## src/rtl/conv_sched_pkg.sv

```systemverilog
// Shared types and defaults for the conv column scheduler.
package conv_sched_pkg;

  localparam int MUL_LAT_DEF = 2;
  localparam int PIX_W_DEF   = 8;
  localparam int KC_W        = 3;

  typedef enum logic [2:0] {
    ST_IDLE     = 3'd0,
    ST_CH_START = 3'd1,
    ST_FETCH_W  = 3'd2,
    ST_STREAM   = 3'd3,
    ST_COL_END  = 3'd4,
    ST_DONE     = 3'd5
  } sched_state_e;

  // One result tag as it travels beside the array products.
  typedef struct packed {
    logic [KC_W-1:0]      kercol;
    logic [PIX_W_DEF-1:0] pix;
    logic                 last;
  } sched_tag_t;

endpackage

```

## src/rtl/sched_tag_pipe.sv

```systemverilog
// Fixed-latency valid+tag delay line matching the multiplier array latency.
// Tags are zeroed when invalid so the result tag outputs read 0 between results.
module sched_tag_pipe #(
  parameter int DEPTH = 2,
  parameter int TAG_W = 12
) (
  input  logic             i_clk,
  input  logic             i_rst_n,
  input  logic             i_valid,
  input  logic [TAG_W-1:0] i_tag,
  output logic             o_valid,
  output logic [TAG_W-1:0] o_tag
);

  logic [DEPTH-1:0] r_vld;
  logic [TAG_W-1:0] r_tag [DEPTH];

  // Shift every cycle regardless of downstream stall; reset flushes all stages.
  always_ff @(posedge i_clk or negedge i_rst_n) begin
    if (!i_rst_n) begin
      r_vld <= '0;
      for (int i = 0; i < DEPTH; i++) r_tag[i] <= '0;
    end else begin
      r_vld[0] <= i_valid;
      r_tag[0] <= i_valid ? i_tag : '0;
      for (int i = 1; i < DEPTH; i++) begin
        r_vld[i] <= r_vld[i-1];
        r_tag[i] <= r_tag[i-1];
      end
    end
  end

  assign o_valid = r_vld[DEPTH-1];
  assign o_tag   = r_tag[DEPTH-1];

endmodule

```

## src/rtl/conv_col_sched.sv

```systemverilog
// Column scheduler for the multi_mul array: walks channel -> kernel column ->
// pixel, drives the array enables and emits a latency-matched result tag stream.
//
// state      | meaning
// -----------+------------------------------------------------------------
// IDLE       | waiting for i_start
// CH_START   | one-cycle colip pulse, kernel column reset to 0
// FETCH_W    | waiting for a weight column; colw fires on the handshake
// STREAM     | issuing pixels of the current column to the array
// COL_END    | draining the array for MUL_LAT cycles, then advance loops
// DONE       | one-cycle o_done pulse
module conv_col_sched
  import conv_sched_pkg::*;
#(
  parameter int BIT_WIDTH     = 8,
  parameter int NO_COL_KERNEL = 5,
  parameter int PIX_W         = PIX_W_DEF,
  parameter int CH_W          = 6,
  parameter int MUL_LAT       = MUL_LAT_DEF
) (
  input  logic             i_clk,
  input  logic             i_rst_n,
  input  logic             i_start,
  input  logic [PIX_W-1:0] i_cfg_npix,
  input  logic [CH_W-1:0]  i_cfg_nch,
  input  logic             i_w_valid,
  output logic             o_w_ready,
  input  logic             i_px_valid,
  output logic             o_px_ready,
  input  logic             i_stall,
  output logic             o_enable_colw,
  output logic             o_enable_colip,
  output logic             o_mul_fire,
  output logic [2:0]       o_kercol_id,
  output logic [PIX_W-1:0] o_pix_idx,
  output logic [CH_W-1:0]  o_ch_idx,
  output logic             o_res_valid,
  output logic [2:0]       o_res_kercol,
  output logic [PIX_W-1:0] o_res_pix,
  output logic             o_res_last,
  output logic             o_busy,
  output logic             o_done
);

  localparam int DW    = (MUL_LAT > 1) ? $clog2(MUL_LAT) : 1;
  localparam int TAG_W = KC_W + PIX_W + 1;

  if (NO_COL_KERNEL < 1 || NO_COL_KERNEL > 7 || MUL_LAT < 1 || BIT_WIDTH < 1) begin : g_bad_cfg
    $error("conv_col_sched: unsupported parameter set");
  end

  sched_state_e     r_state, w_state_nxt;
  logic [PIX_W-1:0] r_npix, r_pix;
  logic [CH_W-1:0]  r_nch, r_ch;
  logic [2:0]       r_kercol;
  logic [DW-1:0]    r_drain;

  logic             w_pix_last, w_kc_last, w_ch_last, w_tag_last;
  logic [TAG_W-1:0] w_tag_in, w_res_tag;

  assign w_pix_last = (r_pix == r_npix - PIX_W'(1));
  assign w_kc_last  = (r_kercol == 3'(NO_COL_KERNEL - 1));
  assign w_ch_last  = (r_ch == r_nch - CH_W'(1));
  assign w_tag_last = w_pix_last && w_kc_last && w_ch_last;
  assign w_tag_in   = {r_kercol, r_pix, w_tag_last};

  // State register.
  always_ff @(posedge i_clk or negedge i_rst_n) begin
    if (!i_rst_n) r_state <= ST_IDLE;
    else          r_state <= w_state_nxt;
  end

  // Next-state and Moore/handshake outputs; enables have no registered lag.
  always_comb begin
    w_state_nxt    = r_state;
    o_enable_colip = 1'b0;
    o_enable_colw  = 1'b0;
    o_w_ready      = 1'b0;
    o_px_ready     = 1'b0;
    o_mul_fire     = 1'b0;
    o_done         = 1'b0;
    case (r_state)
      ST_IDLE: begin
        if (i_start) begin
          w_state_nxt = (i_cfg_npix != '0 && i_cfg_nch != '0) ? ST_CH_START : ST_DONE;
        end
      end
      ST_CH_START: begin
        o_enable_colip = 1'b1;
        w_state_nxt    = ST_FETCH_W;
      end
      ST_FETCH_W: begin
        o_w_ready = 1'b1;
        if (i_w_valid) begin
          o_enable_colw = 1'b1;
          w_state_nxt   = ST_STREAM;
        end
      end
      ST_STREAM: begin
        o_px_ready = !i_stall;
        if (i_px_valid && !i_stall) begin
          o_mul_fire = 1'b1;
          if (w_pix_last) w_state_nxt = ST_COL_END;
        end
      end
      ST_COL_END: begin
        if (r_drain == '0) begin
          if (!w_kc_last)      w_state_nxt = ST_FETCH_W;
          else if (!w_ch_last) w_state_nxt = ST_CH_START;
          else                 w_state_nxt = ST_DONE;
        end
      end
      ST_DONE: begin
        o_done      = 1'b1;
        w_state_nxt = ST_IDLE;
      end
      default: w_state_nxt = ST_IDLE;
    endcase
  end

  // Loop counters, latched config and the column drain down-counter.
  always_ff @(posedge i_clk or negedge i_rst_n) begin
    if (!i_rst_n) begin
      r_npix   <= '0;
      r_nch    <= '0;
      r_pix    <= '0;
      r_ch     <= '0;
      r_kercol <= '0;
      r_drain  <= '0;
    end else begin
      case (r_state)
        ST_IDLE: begin
          if (i_start) begin
            r_npix   <= i_cfg_npix;
            r_nch    <= i_cfg_nch;
            r_pix    <= '0;
            r_ch     <= '0;
            r_kercol <= '0;
          end
        end
        ST_CH_START: r_kercol <= '0;
        ST_FETCH_W: begin
          if (i_w_valid) r_pix <= '0;
        end
        ST_STREAM: begin
          if (o_mul_fire) begin
            r_pix <= r_pix + PIX_W'(1);
            if (w_pix_last) r_drain <= DW'(MUL_LAT - 1);
          end
        end
        ST_COL_END: begin
          if (r_drain != '0)   r_drain  <= r_drain - DW'(1);
          else if (!w_kc_last) r_kercol <= r_kercol + 3'd1;
          else if (!w_ch_last) r_ch     <= r_ch + CH_W'(1);
        end
        default: ;
      endcase
    end
  end

  assign o_busy      = (r_state != ST_IDLE);
  assign o_kercol_id = r_kercol;
  assign o_pix_idx   = r_pix;
  assign o_ch_idx    = r_ch;

  sched_tag_pipe #(
    .DEPTH (MUL_LAT),
    .TAG_W (TAG_W)
  ) u_tag_pipe (
    .i_clk   (i_clk),
    .i_rst_n (i_rst_n),
    .i_valid (o_mul_fire),
    .i_tag   (w_tag_in),
    .o_valid (o_res_valid),
    .o_tag   (w_res_tag)
  );

  assign {o_res_kercol, o_res_pix, o_res_last} = w_res_tag;

endmodule
```

## config.mk

```make
export PLATFORM = sky130hd
export DESIGN_NAME = conv_col_sched
export DESIGN_NICKNAME = d
export VERILOG_FILES = /design/src/rtl/conv_sched_pkg.sv /design/src/rtl/sched_tag_pipe.sv /design/src/rtl/conv_col_sched.sv
export SDC_FILE = /design/constraint.sdc
export NUM_CORES = 1
export LEC_CHECK = 0
export ABC_AREA = 1
export BUFFER_PORTS_ARGS = -buffer_cell sky130_fd_sc_hd__buf_4
export CAP_MARGIN = 40
export CORE_ASPECT_RATIO = 1.1
export CORE_UTILIZATION = 37
export DETAILED_ROUTE_END_ITERATION = 8
export MAX_ROUTING_LAYER = met4
export SYNTH_ARGS = -nofsm -noshare
export SYNTH_HDL_FRONTEND = slang
export SYNTH_SLANG_ARGS = --single-unit
```

## constraint.sdc

```tcl
create_clock -name i_clk -period 1.7 [get_ports i_clk]
set_input_delay 0.34 -clock i_clk [delete_from_list [all_inputs] [get_ports i_clk]]
set_output_delay 0.34 -clock i_clk [all_outputs]
set_load 0.02 [all_outputs]
```

==> reports/summary.txt, run 1 <==
=================================================================================
Transition time at the pin with the least slew margin                    0.365 ns
Share of the yosys chip area belonging to registers                         47.8%
Effective utilization at floorplan                                          38.2%
Wire length of the first global-routing pass                             11800 um
Critical Path Fanout Max                                                        3
Unique cell type count in the Yosys netlist                                    32
Data required time of the worst path                                      1.36 ns
TritonCTS clock tree                                                        built
Number of CTS-inserted buffers                                                  9
Cell chosen for the clock root                                           clkbuf_8
Number of antenna diodes                                                        0
Most frequent cells in the layout                                    82 x buf_4, 81 x nand2_1, 59 x dfrtp_1
Post-Route WL                                                             7010 um
Buffering stage count on the worst path with inverters included                 4
Via count                                                                    2690
Cells traversed along the worst timing path                          inv_2 > nand2_4 > nor2_4 > inv_4 > nor2_4 > nand2_2 > inv_2 > buf_6
Critical Path Source Type                                                    flop
Clock sink total                                                               61
Maximum level of the CTS H-tree                                                 3
WHS                                                                      0.249 ns
Most common library cell in the layout ignoring fill and taps               buf_4
Library cell with the largest summed area after synthesis                 dfrtp_1
Final hold violation count                                                      0
GPL Wtd Cong                                                                0.835
Placement row count                                                            35
Vias/cell                                                                    4.60
Leakage dissipation                                                       2.14 nW
Clk pin slew, worst setup/hold paths                                      0.07 ns
Height of the chip                                                        99.4 um
CP Class                                                                  reg2out
Number of max-slew violations in the final report                               0
Synthesized netlist cell count                                                386
YS warnings                                                                     0
Count of nets left with antenna violations after detail routing                 0
Peak ir drop on the vdd network                                        0.000646 V
Combined area of all synthesized cells                                0.00319 mm2
Antenna violations before repair                                                0
Source-to-sink clock delay at the later pin of the worst-skew pair        0.35 ns
Crit. End Element                                                     output port
Detail Placement HPWL                                                     4950 um
GRT Overall Usage                                                           17.2%
Port Buf Inserts                                                               56
Area Overhead vs Synth                                                      32.2%
Cell area after layout                                                0.00422 mm2
Iteration-0 DRC count of the detailed router                                   74
Largest clock skew in the final design                                  0.0127 ns
Pin count of the biggest net entering global routing                           36
Final setup violating endpoints                                                 7
Core box area                                                         0.00836 mm2
Number of max-cap violations                                                    0
Synth area leaders                                                   dfrtp_1 48%, nand2_1 10%, inv_1 6.1%
Relative slew slack                                                         75.4%
Outcome                                                              finished with violations
Overall overflow remaining after global route                                   0
Post-route worst setup slack                                           -0.0457 ns
Net total in the final layout                                                 495
Synth Register Bits                                                            61
Total power divided by cell area                                      1420 mW/mm2
Number of nets in the synthesized netlist                                     412
Critical path's slowest cell                                              dfrtp_1
Path category of the worst min-delay check                                 in2reg
Average wire per cell in the routed design                                12.0 um
Detailed-router iteration count before antenna repair                           4
Critical path's largest stage delay                                       0.40 ns
Mean Syn Cell Area                                                       8.27 um2
Crit path DAT                                                             1.41 ns
DRC                                                                             0
Layout cells sized above 1                                                  34.0%
Achievable Freq                                                           573 MHz
Count of boundary I/O pins                                                     57
Failing checks                                                       negative setup slack
Dpl cell area                                                         0.00376 mm2
Die width                                                                 90.6 um
Die area                                                              0.00900 mm2
Number of global-route vias before repair                                    2622
RSZ-0062 raised after global routing                                          yes
Share of the synthesized area in the top cell type                          47.8%
Max Buffers Root-to-Sink                                                        2
Cell family with the largest share of critical-path delay              flip-flops
Final critical path time including I/O delays and setup                   1.75 ns
Final period util                                                            103%
Count of filler cells inserted in the layout                                  801
Worst slack, placed                                                    -0.0251 ns
=================================================================================
==> cell type report <==
class	count	area, um2	share of cell area [%]
tap	111	139	3.29
sequential	61	1530	36.2
multi-input combinational	250	1470	34.8
clock inverter	7	57.6	1.36
clock buffer	9	124	2.94
timing repair buffer	86	668	15.8
inverter	61	234	5.54
==> per-stage QoR <==
step                utilization, %  setup TNS [ns]  cells  total power [mW]
finish                        50.5          -0.137    585              5.99
global route                  50.5           -1.09    585              6.47
CTS                           48.5         -0.0983    576              5.64
detailed placement            45.0          -0.122    552              4.26
global placement              45.0               0    552              4.23
floorplan                        -               0    386              3.59
==> where the power goes <==
group	switching [mW]	internal, mW
sequential	0.289	1.71
clock	0.656	0.545
combinational	1.61	1.19
==> cell families after synthesis <==
logic type      count (synthesis)  share of synthesized area, %
buf+inv                        75                          10.2
xor+xnor                       17                          4.66
compound gates                 35                          6.70
fa+ha+maj                       6                          2.35
mux                             1                         0.353
flops                          61                          47.8
simple gates                  191                          27.9
==> sequential cells by signal, summed over array words and instances (netlist names) <==
| register | flops |
|---|---|
| r_nch | 6 |
| r_npix | 8 |
| u_tag_pipe.r_tag | 12 |
| r_drain | 1 |
| o_pix_idx | 8 |
| o_ch_idx | 6 |
| u_tag_pipe.o_tag | 12 |
| o_kercol_id | 3 |
| r_state | 3 |
| u_tag_pipe.r_vld | 2 |
==> timing repair <==
item / in CTS / in global routing
pin swaps: 5 / 22
resized for setup: 11 / 31
endpoints found under the setup margin: 10 / 17
setup buffers: 7 / 10
hold buffers: 1 / 0
hold endpoints to repair: 26 / 0
==> metal layers <==
metal	global-route usage (%)	vias up	wire, um
met5	-	-	0
met4	8.68	0	199
met3	4.28	16	292
met2	27.0	59	3300
met1	20.8	1245	3220
li1	-	1370	-
==> worst paths after layout <==
| check | from | to | slack, ns | cells after the start |
|---|---|---|---|---|
| max in group asynchronous | i_rst_n | r_state[0] | 0.74 | 3 |
| hold / removal | i_cfg_nch[3] | r_nch[3] | 0.25 | 2 |
| setup reg to reg | r_nch[0] | o_ch_idx[1] | -0.02 | 10 |
| hold reg to reg | u_tag_pipe.r_tag[14] | u_tag_pipe.o_tag[2] | 0.35 | 0 |
| min in group asynchronous | i_rst_n | o_kercol_id[0] | 0.45 | 2 |
| setup / recovery | r_state[2] | o_mul_fire | -0.05 | 8 |
==> synth_stat cells <==
cell type	n
o21ai_0	16
xnor2_1	5
nand2_1	88
nor3_1	5
buf_4	11
o21ai_2	1
nand4_1	15
o211ai_1	2
buf_2	2
nand2_4	4
nor3b_1	1
ha_1	6
a21oi_4	1
nand3_2	1
nor3_2	1
or2_0	1
xor2_1	12
o21ai_4	1
clkbuf_1	1
nor2_2	6
nand2_2	2
o31ai_1	3
mux2_2	1
inv_1	52
nor2_4	4
inv_2	9
dfrtp_1	61
a21oi_1	10
nand4_2	1
nor2_1	44
o21ai_1	1
nand3_1	18
No activity file was read; power rests on OpenSTA's default activity.
==> inputs of run 2 (changes only) <==
--- a/constraint.sdc
+++ b/constraint.sdc
@@ -3,2 +3,2 @@
 set_output_delay 0.34 -clock i_clk [all_outputs]
-set_load 0.02 [all_outputs]
+set_load 0.1 [all_outputs]
==> run 2 against run 1 <==
Critical path type unchanged; clock skew is 0.0019 ns lower; fmax is 6.1% lower; critical endpoint is now o_enable_colw; sequential cell count stayed put; largest cell class unchanged; the run still ends with negative setup slack left; worst hold slack worse by 0.013 ns; utilization is 2.8 points higher; first-iteration DRC count is 41% higher; global-route usage is 0.13 points higher; die area stayed put.
==> reports/summary.txt, run 2 (synthesized netlist as in run 1, its figures left out) <==
=================================================================================
Outcome                                                              finished with violations
Failing checks                                                       negative setup slack
Number of CTS-inserted buffers                                                  9
Pin count of the biggest net entering global routing                           32
DRC                                                                             0
WHS                                                                      0.236 ns
Power spent charging and discharging nets                                 3.18 mW
Number of max-slew violations in the final report                               0
Number of global-route vias before repair                                    2571
Cells traversed along the worst timing path                          buf_4 > buf_4 > nor2_4 > inv_2 > nor2_4 > buf_12
Cell count of the worst reg-to-reg path                                        10
Cell family with the largest share of critical-path delay            buffers and inverters
Critical path's largest stage delay                                       0.43 ns
Number of max-cap violations                                                    0
Via count                                                                    2747
TritonCTS clock tree                                                        built
Largest clock skew in the final design                                  0.0108 ns
Final critical path time including I/O delays and setup                   1.86 ns
Cell chosen for the clock root                                           clkbuf_8
Count of filler cells inserted in the layout                                  769
Clock share of power                                                        18.6%
Number of antenna diodes                                                        0
Antenna violations before repair                                                0
Dpl cell area                                                         0.00384 mm2
Final hold violation count                                                      0
Critical path's slowest cell                                              dfrtp_2
Instance count along the most critical hold path                                2
Post-route worst setup slack                                            -0.160 ns
CP Class                                                                  reg2out
Internal power                                                            3.78 mW
Start point of the worst min-delay path                              i_cfg_nch[3]
Effective utilization at floorplan                                          38.2%
Post-Route WL                                                             7400 um
Layout cells sized above 1                                                  39.5%
Crit. End Element                                                     output port
Critical path depth                                                             6
Maximum level of the CTS H-tree                                                 3
Path category of the worst min-delay check                                 in2reg
Area Overhead vs Synth                                                      39.6%
Crit path DAT                                                             1.52 ns
Final period util                                                            109%
Capturing point of the worst reg2reg path                            o_pix_idx[3]
Final setup violating endpoints                                                 7
Worst R2R Setup Slack                                                     0.03 ns
Layout Cells excl Fill                                                        590
Detailed-router iteration count before antenna repair                           4
Height of the chip                                                        99.4 um
Wire length of the first global-routing pass                             11900 um
Count of boundary I/O pins                                                     57
Most frequent cells in the layout                                    79 x buf_4, 75 x nand2_1, 46 x inv_1
Endpoint of the worst hold path                                          r_nch[3]
Die area                                                              0.00900 mm2
Count of nets left with antenna violations after detail routing                 0
Placement row count                                                            35
Clk pin slew, worst setup/hold paths                                      0.07 ns
Clock sink total                                                               61
Overall overflow remaining after global route                                   0
Core box area                                                         0.00836 mm2
Achievable Freq                                                           538 MHz
Cells after DPL                                                               549
Sequential cell fraction of total power                                     28.8%
Max Buffers Root-to-Sink                                                        2
Critical Path Fanout Max                                                        3
Critical Path Source Type                                                    flop
Core occupancy in the finished layout                                       53.3%
GRT Overall Usage                                                           17.4%
Most common library cell in the layout ignoring fill and taps               buf_4
Cell area after layout                                                0.00446 mm2
Total power divided by cell area                                      1560 mW/mm2
Combinational power share                                                   52.6%
GPL Wtd Cong                                                                0.793
Buffering stage count on the worst path with inverters included                 4
Relative slew slack                                                         71.3%
Vias/cell                                                                    4.66
Source-to-sink clock delay at the later pin of the worst-skew pair        0.35 ns
Setup TNS after final layout                                            -0.651 ns
Port Buf Inserts                                                               56
Net total in the final layout                                                 500
Average wire per cell in the routed design                                12.5 um
RSZ-0062 raised after global routing                                          yes
Iteration-0 DRC count of the detailed router                                  104
Peak ir drop on the vdd network                                        0.000593 V
Detail Placement HPWL                                                     5090 um
Transition time at the pin with the least slew margin                    0.430 ns
Die width                                                                 90.6 um
Leakage dissipation                                                       2.17 nW
Crit. Startpoint                                                       r_state[0]
Net switching share of the total power                                      45.7%
FF-to-FF Start                                                         r_state[0]
Data required time of the worst path                                      1.36 ns
=================================================================================
run 2: power by group through the flow:
| stage | clock (mW) | combinational, mW | sequential [mW] |
|---|---|---|---|
| 5_1_grt | 1.38 | 3.97 | 2.04 |
| 3_5_place_dp | 0 | 2.94 | 2.02 |
| 6_report | 1.29 | 3.66 | 2.00 |
| 2_1_floorplan | 0 | 2.00 | 2.27 |
| 4_1_cts | 1.33 | 3.24 | 2.00 |
| 3_3_place_gp | 0 | 2.89 | 2.01 |
run 2: final cells by class:
class,count,area [um2],area share (%)
multi-input combinational,250,1510,33.9
inverter,61,246,5.53
sequential,61,1560,34.9
clock buffer,9,124,2.78
timing repair buffer,91,806,18.1
tap,111,139,3.12
clock inverter,7,76.3,1.71
run 2: repair_timing:
item,in CTS,in global routing
setup endpoints to repair,17,20
buffers inserted,7,17
hold buffers,1,0
endpoints found under the hold margin,30,0
pin swaps,8,23
resized for setup,27,33
run 2: metal layers:
metal	vias to the layer above	global-route usage, %	routed length (um)	part of all wire (%)
li1	1380	-	-	-
met1	1289	21.3	3270	44
met2	66	27.2	3670	50
met3	12	3.82	322	4.4
met4	0	8.56	128	1.7
met5	-	-	0	0
run 2: worst register-to-register path: stages, from the launching register on:
cell	delay, ns
dfrtp_2	0.43
buf_4	0.15
buf_4	0.14
nor2_4	0.12
inv_2	0.06
buf_4	0.14
o21ai_4	0.20
a21oi_4	0.08
nand2_1	0.07
nor2_1	0.04
nor3_2	0.17
run 2: worst max-delay path by stage:
stage                     slack (ns)        endpoint
after CTS                      -0.16      o_mul_fire
after floorplan                -0.42   o_enable_colw
after detailed placement       -0.01      r_state[0]
after global routing           -0.21   o_enable_colw
after global placement          0.03  o_kercol_id[2]
final                          -0.16   o_enable_colw
run 2: stage by stage:
step                setup slack (ns)  power, mW
detailed placement           -0.0131       4.96
floorplan                     -0.423       4.27
finish                        -0.160       6.96
global route                  -0.213       7.39
CTS                           -0.159       6.56
global placement              0.0340       4.90
==> inputs of run 3 (changes only) <==
CORE_ASPECT_RATIO = unset   (was 1.1)
CORE_UTILIZATION = 35   (was 37)
clock period = 1.9 ns   (was 1.7 ns; I/O delays follow)
==> run 3 against run 2 <==
The flow now finishes without violations; wire length shrank 10%; cell area fell by 7.6%; utilization is 6.3 points lower; power decreased by 15%; clock power is 10% higher; critical path depth increased by 2; count of clock-buffer cells in the layout unchanged; sequential share of layout area rose by 2.6 points; register-to-register slack improved by 0.16 ns; largest cell class unchanged.
==> reports/summary.txt, run 3 (synthesized netlist as in run 1, its figures left out) <==
=================================================================================
Outcome                                                              complete, no violations
Met1 Use GR                                                                 20.5%
Vias/cell                                                                    4.62
DRC                                                                             0
Dpl cell area                                                         0.00375 mm2
Count of nets left with antenna violations after detail routing                 0
TritonCTS clock tree                                                        built
Number of antenna diodes                                                        0
Count of boundary I/O pins                                                     57
Pin count of the biggest net entering global routing                           62
Detailed-router iteration count before antenna repair                           4
Number of max-cap violations                                                    0
Most frequent cells in the layout                                    86 x nand2_1, 65 x buf_4, 51 x inv_1
Path category of the worst min-delay check                               in2async
Average wire per cell in the routed design                                11.8 um
Number of global-route vias before repair                                    2612
Maximum level of the CTS H-tree                                                 3
Wire length of the first global-routing pass                             11900 um
Die width                                                                 97.5 um
Post-Route WL                                                             6640 um
CP Class                                                                  reg2out
Layout cells sized above 1                                                  30.5%
Met3 track utilization from global routing                                  2.73%
Number of max-slew violations in the final report                               0
Die area                                                              0.00951 mm2
Most common library cell in the layout ignoring fill and taps             nand2_1
Overall power                                                             5.94 mW
Largest clock skew in the final design                                 0.00893 ns
Clk pin slew, worst setup/hold paths                                      0.07 ns
Placement row count                                                            34
Max Buffers Root-to-Sink                                                        2
Detail Placement HPWL                                                     4950 um
Area Overhead vs Synth                                                      29.0%
Critical path's largest stage delay                                       0.41 ns
Final setup violating endpoints                                                 0
Relative slew slack                                                         49.3%
Achievable Freq                                                           529 MHz
Critical Path Source Type                                                    flop
Height of the chip                                                        97.5 um
Net total in the final layout                                                 477
GRT Overall Usage                                                           16.1%
Leakage dissipation                                                       2.08 nW
Cell chosen for the clock root                                           clkbuf_8
RSZ-0062 raised after global routing                                          yes
GPL Wtd Cong                                                                0.829
Hold_buf cts                                                                    0
Data required time of the worst path                                      1.52 ns
Post-route worst setup slack                                            0.0111 ns
Core box area                                                         0.00876 mm2
WHS                                                                      0.110 ns
Transition time at the pin with the least slew margin                    0.760 ns
Critical Path Fanout Max                                                        5
Global routing met2 resource utilization                                    24.7%
Total power divided by cell area                                      1440 mW/mm2
Port Buf Inserts                                                               56
Crit. End Element                                                     output port
Source-to-sink clock delay at the later pin of the worst-skew pair        0.34 ns
Clock sink total                                                               61
Final period util                                                           99.4%
Crit path DAT                                                             1.51 ns
Final hold violation count                                                      0
Overall overflow remaining after global route                                   0
Peak ir drop on the vdd network                                        0.000401 V
Via count                                                                    2604
Cell count of the worst reg-to-reg path                                        10
Antenna violations before repair                                                0
Layer with the highest usage after global routing                            met2
Final critical path time including I/O delays and setup                   1.89 ns
Critical path's slowest cell                                              dfrtp_2
Worst slack, placed                                                      0.124 ns
Effective utilization at floorplan                                          36.4%
Iteration-0 DRC count of the detailed router                                   54
Cell area after layout                                                0.00412 mm2
Cells traversed along the worst timing path                          inv_2 > nand2_4 > nor2_4 > inv_4 > nor2_4 > nand2_4 > inv_12 > buf_12
Number of CTS-inserted buffers                                                  9
=================================================================================
[run 3: cell count changes in the layout (fill, tap and decap cells not counted), moves of 5 or more]
| cell | before | now |
|---|---|---|
| buf_4 | 79 | 65 |
| dfrtp_1 | 42 | 48 |
| nand2_1 | 75 | 86 |
| nand2_2 | 14 | 3 |
| buf_12 | 9 | 1 |
| inv_1 | 46 | 51 |
| inv_2 | 13 | 8 |
[run 3: worst max-delay path: cells and delay by family (launching register included)]
family | cells | cell delay (ns)
simple gates | 4 | 0.40
buf+inv | 4 | 0.36
flops | 1 | 0.41
[run 3: layer usage]
| metal | vias to the layer above | share of wire (%) | wire, um |
|---|---|---|---|
| met5 | - | 0 | 0 |
| met4 | 0 | 3.1 | 206 |
| met3 | 18 | 3.4 | 228 |
| met2 | 55 | 46 | 3030 |
| met1 | 1197 | 48 | 3180 |
| li1 | 1334 | - | - |
[run 3: metrics by stage]
stage	TNS (ns)	instances	utilization, %
3_3_place_gp	0	541	42.8
3_5_place_dp	0	541	42.8
2_1_floorplan	-1.16	386	-
4_1_cts	-0.0302	558	46.0
5_1_grt	-0.112	564	47.0
6_report	0	564	47.0
[run 3: where the power goes]
group          switching (mW)  internal [mW]  total (mW)
logic                    1.86          0.876        2.73
clock network           0.540          0.877        1.42
registers               0.259           1.54        1.80
total                    2.66           3.29        5.94
[run 3: path summary, 6_finish.rpt]
| check | startpoint | to | slack [ns] |
|---|---|---|---|
| setup / recovery | r_state[2] | o_mul_fire | 0.01 |
| hold / removal | i_rst_n | u_tag_pipe.o_tag[11] | 0.11 |
| setup reg to reg | r_nch[0] | o_ch_idx[0] | 0.19 |
| hold reg to reg | u_tag_pipe.r_tag[23] | u_tag_pipe.o_tag[11] | 0.34 |
| max in group asynchronous | i_rst_n | o_pix_idx[4] | 1.24 |
| min in group i_clk | i_cfg_nch[3] | r_nch[3] | 0.28 |
[run 3: cell type report]
type / count / area, um2
Multi-Input combinational cell: 250 / 1420
Fill cell: 872 / 4650
Inverter: 61 / 244
Clock inverter: 7 / 124
Tap cell: 108 / 135
Clock buffer: 9 / 124
Sequential cell: 61 / 1540
Timing Repair Buffer: 68 / 531
[run 3: repair_timing]
| action | 4_1_cts | 5_1_grt |
|---|---|---|
| hold endpoints to repair | 0 | 0 |
| resized for setup | 7 | 10 |
| pin swaps | 2 | 1 |
| setup buffers | 1 | 6 |
| endpoints found under the setup margin | 3 | 14 |
